==> src/rtl/bp_cce_ucode_loader.sv <==
// CCE microcode loader: streams instructions into the ucode RAM and can
// optionally read each one back to confirm it landed correctly.
module bp_cce_ucode_loader #(
  parameter int pc_width_p    = 8,
  parameter int instr_width_p = 64,
  parameter int verify_p      = 1
) (
  input  logic                     clk_i,
  input  logic                     reset_i,
  input  logic                     start_i,
  input  logic [pc_width_p:0]      num_instr_i,
  input  logic [instr_width_p-1:0] instr_i,
  input  logic                     instr_v_i,
  output logic                     instr_ready_and_o,
  output logic                     ucode_v_o,
  output logic                     ucode_w_o,
  output logic [pc_width_p-1:0]    ucode_addr_o,
  output logic [instr_width_p-1:0] ucode_data_o,
  input  logic [instr_width_p-1:0] ucode_data_i,
  output logic                     busy_o,
  output logic                     done_o,
  output logic                     error_o,
  output logic [pc_width_p-1:0]    error_addr_o
);

  typedef enum logic [2:0] {
    IDLE  = 3'd0,
    WRITE = 3'd1,
    READ  = 3'd2,
    CHECK = 3'd3,
    DONE  = 3'd4
  } state_e;

  // A full RAM is 2^pc_width_p entries; the counter is one bit wider so
  // that this count is representable and the last address never wraps.
  localparam logic [pc_width_p:0] max_count_lp = {1'b1, {pc_width_p{1'b0}}};

  state_e                   state_q, state_d;
  logic [pc_width_p:0]      count_q, count_d;
  logic [pc_width_p:0]      addr_q, addr_d;
  logic [instr_width_p-1:0] hold_q, hold_d;
  logic                     error_q, error_d;
  logic [pc_width_p-1:0]    error_addr_q, error_addr_d;

  logic [pc_width_p:0]      addr_inc;
  logic [pc_width_p:0]      start_count;

  assign addr_inc    = addr_q + 1'b1;
  // Any request with the top bit set is at least a full RAM, so clamp it.
  assign start_count = num_instr_i[pc_width_p] ? max_count_lp : num_instr_i;

  // Next-state logic and all outputs; outputs are forced quiet during reset.
  always_comb begin
    state_d           = state_q;
    count_d           = count_q;
    addr_d            = addr_q;
    hold_d            = hold_q;
    error_d           = error_q;
    error_addr_d      = error_addr_q;
    instr_ready_and_o = 1'b0;
    ucode_v_o         = 1'b0;
    ucode_w_o         = 1'b0;
    ucode_addr_o      = '0;
    ucode_data_o      = '0;
    busy_o            = 1'b0;
    done_o            = 1'b0;
    error_o           = 1'b0;
    error_addr_o      = '0;

    case (state_q)
      IDLE, DONE: begin
        if (start_i) begin
          count_d      = start_count;
          addr_d       = '0;
          error_d      = 1'b0;
          error_addr_d = '0;
          state_d      = (start_count == '0) ? DONE : WRITE;
        end
      end
      WRITE: begin
        if (instr_v_i) begin
          hold_d = instr_i;
          if (verify_p != 0) begin
            state_d = READ;
          end else begin
            addr_d  = addr_inc;
            state_d = (addr_inc == count_q) ? DONE : WRITE;
          end
        end
      end
      READ: begin
        state_d = CHECK;
      end
      CHECK: begin
        if (ucode_data_i != hold_q) begin
          error_d      = 1'b1;
          error_addr_d = addr_q[pc_width_p-1:0];
          state_d      = DONE;
        end else begin
          addr_d  = addr_inc;
          state_d = (addr_inc == count_q) ? DONE : WRITE;
        end
      end
      default: begin
        state_d = IDLE;
      end
    endcase

    if (!reset_i) begin
      error_o      = error_q;
      error_addr_o = error_addr_q;
      case (state_q)
        WRITE: begin
          instr_ready_and_o = 1'b1;
          ucode_v_o         = instr_v_i;
          ucode_w_o         = instr_v_i;
          ucode_addr_o      = addr_q[pc_width_p-1:0];
          ucode_data_o      = instr_i;
          busy_o            = 1'b1;
        end
        READ: begin
          ucode_v_o    = 1'b1;
          ucode_addr_o = addr_q[pc_width_p-1:0];
          busy_o       = 1'b1;
        end
        CHECK: begin
          busy_o = 1'b1;
        end
        DONE: begin
          done_o = 1'b1;
        end
        default: begin
        end
      endcase
    end
  end

  // State register; reset abandons any load in progress.
  always_ff @(posedge clk_i) begin
    if (reset_i) begin
      state_q      <= IDLE;
      count_q      <= '0;
      addr_q       <= '0;
      hold_q       <= '0;
      error_q      <= 1'b0;
      error_addr_q <= '0;
    end else begin
      state_q      <= state_d;
      count_q      <= count_d;
      addr_q       <= addr_d;
      hold_q       <= hold_d;
      error_q      <= error_d;
      error_addr_q <= error_addr_d;
    end
  end

endmodule

==> config.mk <==
export PLATFORM = sky130hd
export DESIGN_NAME = bp_cce_ucode_loader
export DESIGN_NICKNAME = d
export VERILOG_FILES = /design/src/rtl/bp_cce_ucode_loader.sv
export SDC_FILE = /design/constraint.sdc
export NUM_CORES = 1
export LEC_CHECK = 0
export BUFFER_PORTS_ARGS = -buffer_cell sky130_fd_sc_hd__buf_4
export CORE_MARGIN = 4
export CORE_UTILIZATION = 32
export DETAILED_ROUTE_END_ITERATION = 16
export PLACE_DENSITY = 0.68
export SLEW_MARGIN = 10
export SYNTH_ARGS = -nofsm -noshare
export SYNTH_HDL_FRONTEND = slang
export SYNTH_SLANG_ARGS = --single-unit
==> constraint.sdc <==
create_clock -name clk_i -period 2.3 [get_ports clk_i]
set_input_delay 0.46 -clock clk_i [delete_from_list [all_inputs] [get_ports clk_i]]
set_output_delay 0.46 -clock clk_i [all_outputs]
set_load 0.005 [all_outputs]
==> results.md <==
- Post-synth EDFFs: 0
- Port buffer count: 226
- Startpoint Class: flip-flop
- Fillers: 1625
- Delay of the slowest critical-path stage: 0.41 ns
- Critical Path Source: state_q[0]
- WP depth: 5
- Critical Path RT: 1.84 ns
- Max-cap check violation count: 0
- Final Cycle Share: approximately 100%
- Post-CTS setup repair buffer count: 0
- Post-DP HPWL: 13500 µm
- FP Rows: 46
- Initial core utilization: 32.5%
- Clock slew at reported path FFs: 0.07 ns
- TNS Setup: 0 ns
- Initial DRC count: 248
- TritonCTS clock tree: done
- Leakage power: 3.02 nW
- Ys flop type: dfxtp_1
- Largest cells by area after synthesis: dfxtp_1 37%, xnor2_1 13%, nand2_1 11%
- CTS Buffer Depth: 2
- Final instance area: 0.00746 mm²
- Setup crit end: ucode_data_o[55]
- Post-synth net total: 814
- Final ANT Viol Nets: 0
- Die H: 135 µm
- Reg-to-Reg End: addr_q[8]
- # IOs: between 200 and 250
- Mean Syn Cell Area: 7.64 µm²
- Worst-case headroom to the max-slew limit: between 50% and 60%
- Vias in the first global route: 4972
- Final Skew: 0.00655 ns
- Final Hold Fails: 0
- Critical path endpoint category: primary output
- Sequential share of the synthesized area: 36.6%
- Top cell by count, worst path: buf_4
- Area post-placement: 0.00714 mm²
- Fin. max-slew vios: 0
- Slowest CP cell: dfxtp_2
- Initial antenna violation count: 0
- Clk sink count: 94
- Global route overflow: 0
- WP data arrival: 1.80 ns
- RSZ-0062 raised after global routing: yes
- Minimum clock period: 2.26 ns
- Setup slack, reg-to-reg: 0.19 ns
- Min-delay worst type: input port to flip-flop
- First-pass DRT Iterations: 4
- Cell family with most CP delay: simple AND/OR/NAND/NOR gates
- CP Max Fanout: 23
- Die width: roughly 130 µm
- Biggest area consumer among synthesized cells: dfxtp_1
- Final setup viols: 0
- Most frequent cells in the layout: 247 x buf_4, 156 x nand2_1, 93 x dfxtp_1, 78 x a21oi_1, 75 x xnor2_1
- CTS Buf Count: 9
- DRC Markers: 0
- Cell Area, Synth: between 0.005 and 0.006 mm²
- Yosys warns: 0
- Largest net degree at the start of global routing: 65
- Asr flop ratio synth: 0%
- Final Wtd Congestion: 0.849
- Antenna fix cells: 0
- Buffers plus inverters on the worst setup path: 2
- Level count of the clock H-tree: 3
- Crit path cell chain: nor2b_1 -> nor3b_2 -> buf_4 -> and2_1 -> buf_4
- Commonest non-fill, non-tap cell in the layout: buf_4
- Reg2reg start: hold_q[37]
- Power Dens Cells: 616 mW/mm²
- Area Growth Syn to Fin: 45.3%
- Status: completed
- Wire per inst: 15.6 µm
- Latest clock arrival within the worst-skew pair: 0.34 ns
- Distinct cells, synth: 49
- CORE AREA: 0.0158 mm²
- Routed WL: around 17000 µm
- Fmax: about 0.44 GHz
- Slew @ Worst Pin: 0.672 ns
- Worst vdd ir: 0.373 mV
- Root Buffer: clkbuf_16
- Vias per cell: about 4.7
- Top-area cell type share of the netlist area: 36.6%
- Crit path kind: flip-flop to primary output
- Die Area: 0.0181 mm²
- Via count: ~5200
- Share of layout cells above drive strength 1: 31.2%
- Final Net Count: roughly 1000
- Syn Inst Count: 672
- Total GRT Usage: 18.5%
- Global-route wire length before repair: roughly 27000 µm
- Cell count of the worst reg-to-reg path: 6
- Seq cells post-synth: 94
[metrics by stage]
step           hold WS (ns)  worst slack, ns  util (%)  total power (W)  cells
5_1_grt               0.352          -0.0704      47.1          0.00485   1109
3_3_place_gp          0.453          -0.0922      45.1          0.00307   1094
6_report              0.360           0.0366      47.1          0.00459   1109
2_1_floorplan         0.443            0.262         -          0.00249    672
4_1_cts               0.350           0.0208      47.1          0.00465   1109
3_5_place_dp          0.459           -0.104      45.1          0.00308   1094
[per-layer routing]
metal / share of wire, % / track usage [%] / vias to the layer above / wire length (µm)
li1: - / - / 2657 / -
met1: 45 / 24.6 / 2364 / 7730
met2: 47 / 29.9 / 158 / 8220
met3: 5.6 / 3.73 / 27 / 965
met4: 2.4 / 6.79 / 0 / 417
met5: 0 / 0 / - / 0
[worst min-delay path by stage]
stage | startpoint | to | slack [ns] | cells after the start
floorplan | count_q[0] | count_q[0] | 0.44 | 2
global placement | count_q[6] | count_q[6] | 0.45 | 2
detailed placement | count_q[6] | count_q[6] | 0.46 | 2
CTS | instr_i[44] | hold_q[44] | 0.35 | 3
global route | instr_i[44] | hold_q[44] | 0.35 | 3
finish | instr_i[44] | hold_q[44] | 0.36 | 3
[flip-flops by register name, summed over array words and instances, names as in the netlist]
register and cells:
error_q 1, error_addr_q 8, hold_q 64, addr_q 9, count_q 9, state_q 3
[synth_stat cells (3+ instances only)]
| cell type | number |
|---|---|
| clkbuf_1 | 32 |
| dfxtp_1 | 94 |
| nor4_2 | 3 |
| and2_1 | 74 |
| buf_1 | 5 |
| xor2_1 | 4 |
| nand2b_1 | 7 |
| nand2_1 | 157 |
| mux2i_1 | 4 |
| inv_1 | 3 |
| nand3_1 | 11 |
| nor3b_1 | 3 |
| a21oi_1 | 78 |
| nor2_1 | 18 |
| nand3b_1 | 9 |
| buf_2 | 5 |
| nor2b_1 | 12 |
| nor3_1 | 10 |
| nor4_1 | 6 |
| or3_1 | 3 |
| nand4_1 | 20 |
| xnor2_1 | 75 |
| o21ai_0 | 6 |
[report_power, final]
part	internal [W]	leakage [nW]	switching, W
sequential	0.00174	0.762	0.0000875
combinational	0.000604	2.10	0.000610
clock	0.000924	0.151	0.000625
total	0.00327	3.02	0.00132
[final cells by class]
class | count | area [µm²] | share of cell area [%]
multi-input cells | 531 | 3080 | 41.3
clock buffers | 12 | 267 | 3.57
repair buffers | 250 | 1910 | 25.6
clock inverters | 3 | 42.5 | 0.570
flip-flops and latches | 94 | 1880 | 25.2
well taps | 216 | 270 | 3.62
inverters | 3 | 11.3 | 0.151
[repair_timing]
item	CTS	global route
gates resized for setup	2	3
endpoints found under the setup margin	65	72
hold buffers	0	0
[worst register-to-register path, cell delays in order, from the launching register on]
cell and delay [ns]:
dfxtp_1 0.32, xnor2_1 0.25, nand4_1 0.19, nor4_2 0.43
nand4_2 0.17, or4_1 0.52, a31oi_1 0.16
[cell families (layout without fill, tap and decap cells)]
| logic type | after synthesis | after routing | synth area share (%) |
|---|---|---|---|
| simple gates | 346 | 346 | 34.4 |
| compound gates | 101 | 101 | 10.7 |
| xor+xnor | 79 | 79 | 13.5 |
| flops | 94 | 94 | 36.6 |
| buf+inv | 47 | 268 | 3.70 |
| fa+ha+maj | 1 | 1 | 0.244 |
| mux | 4 | 4 | 0.779 |
(Power assumes the default switching activity.)
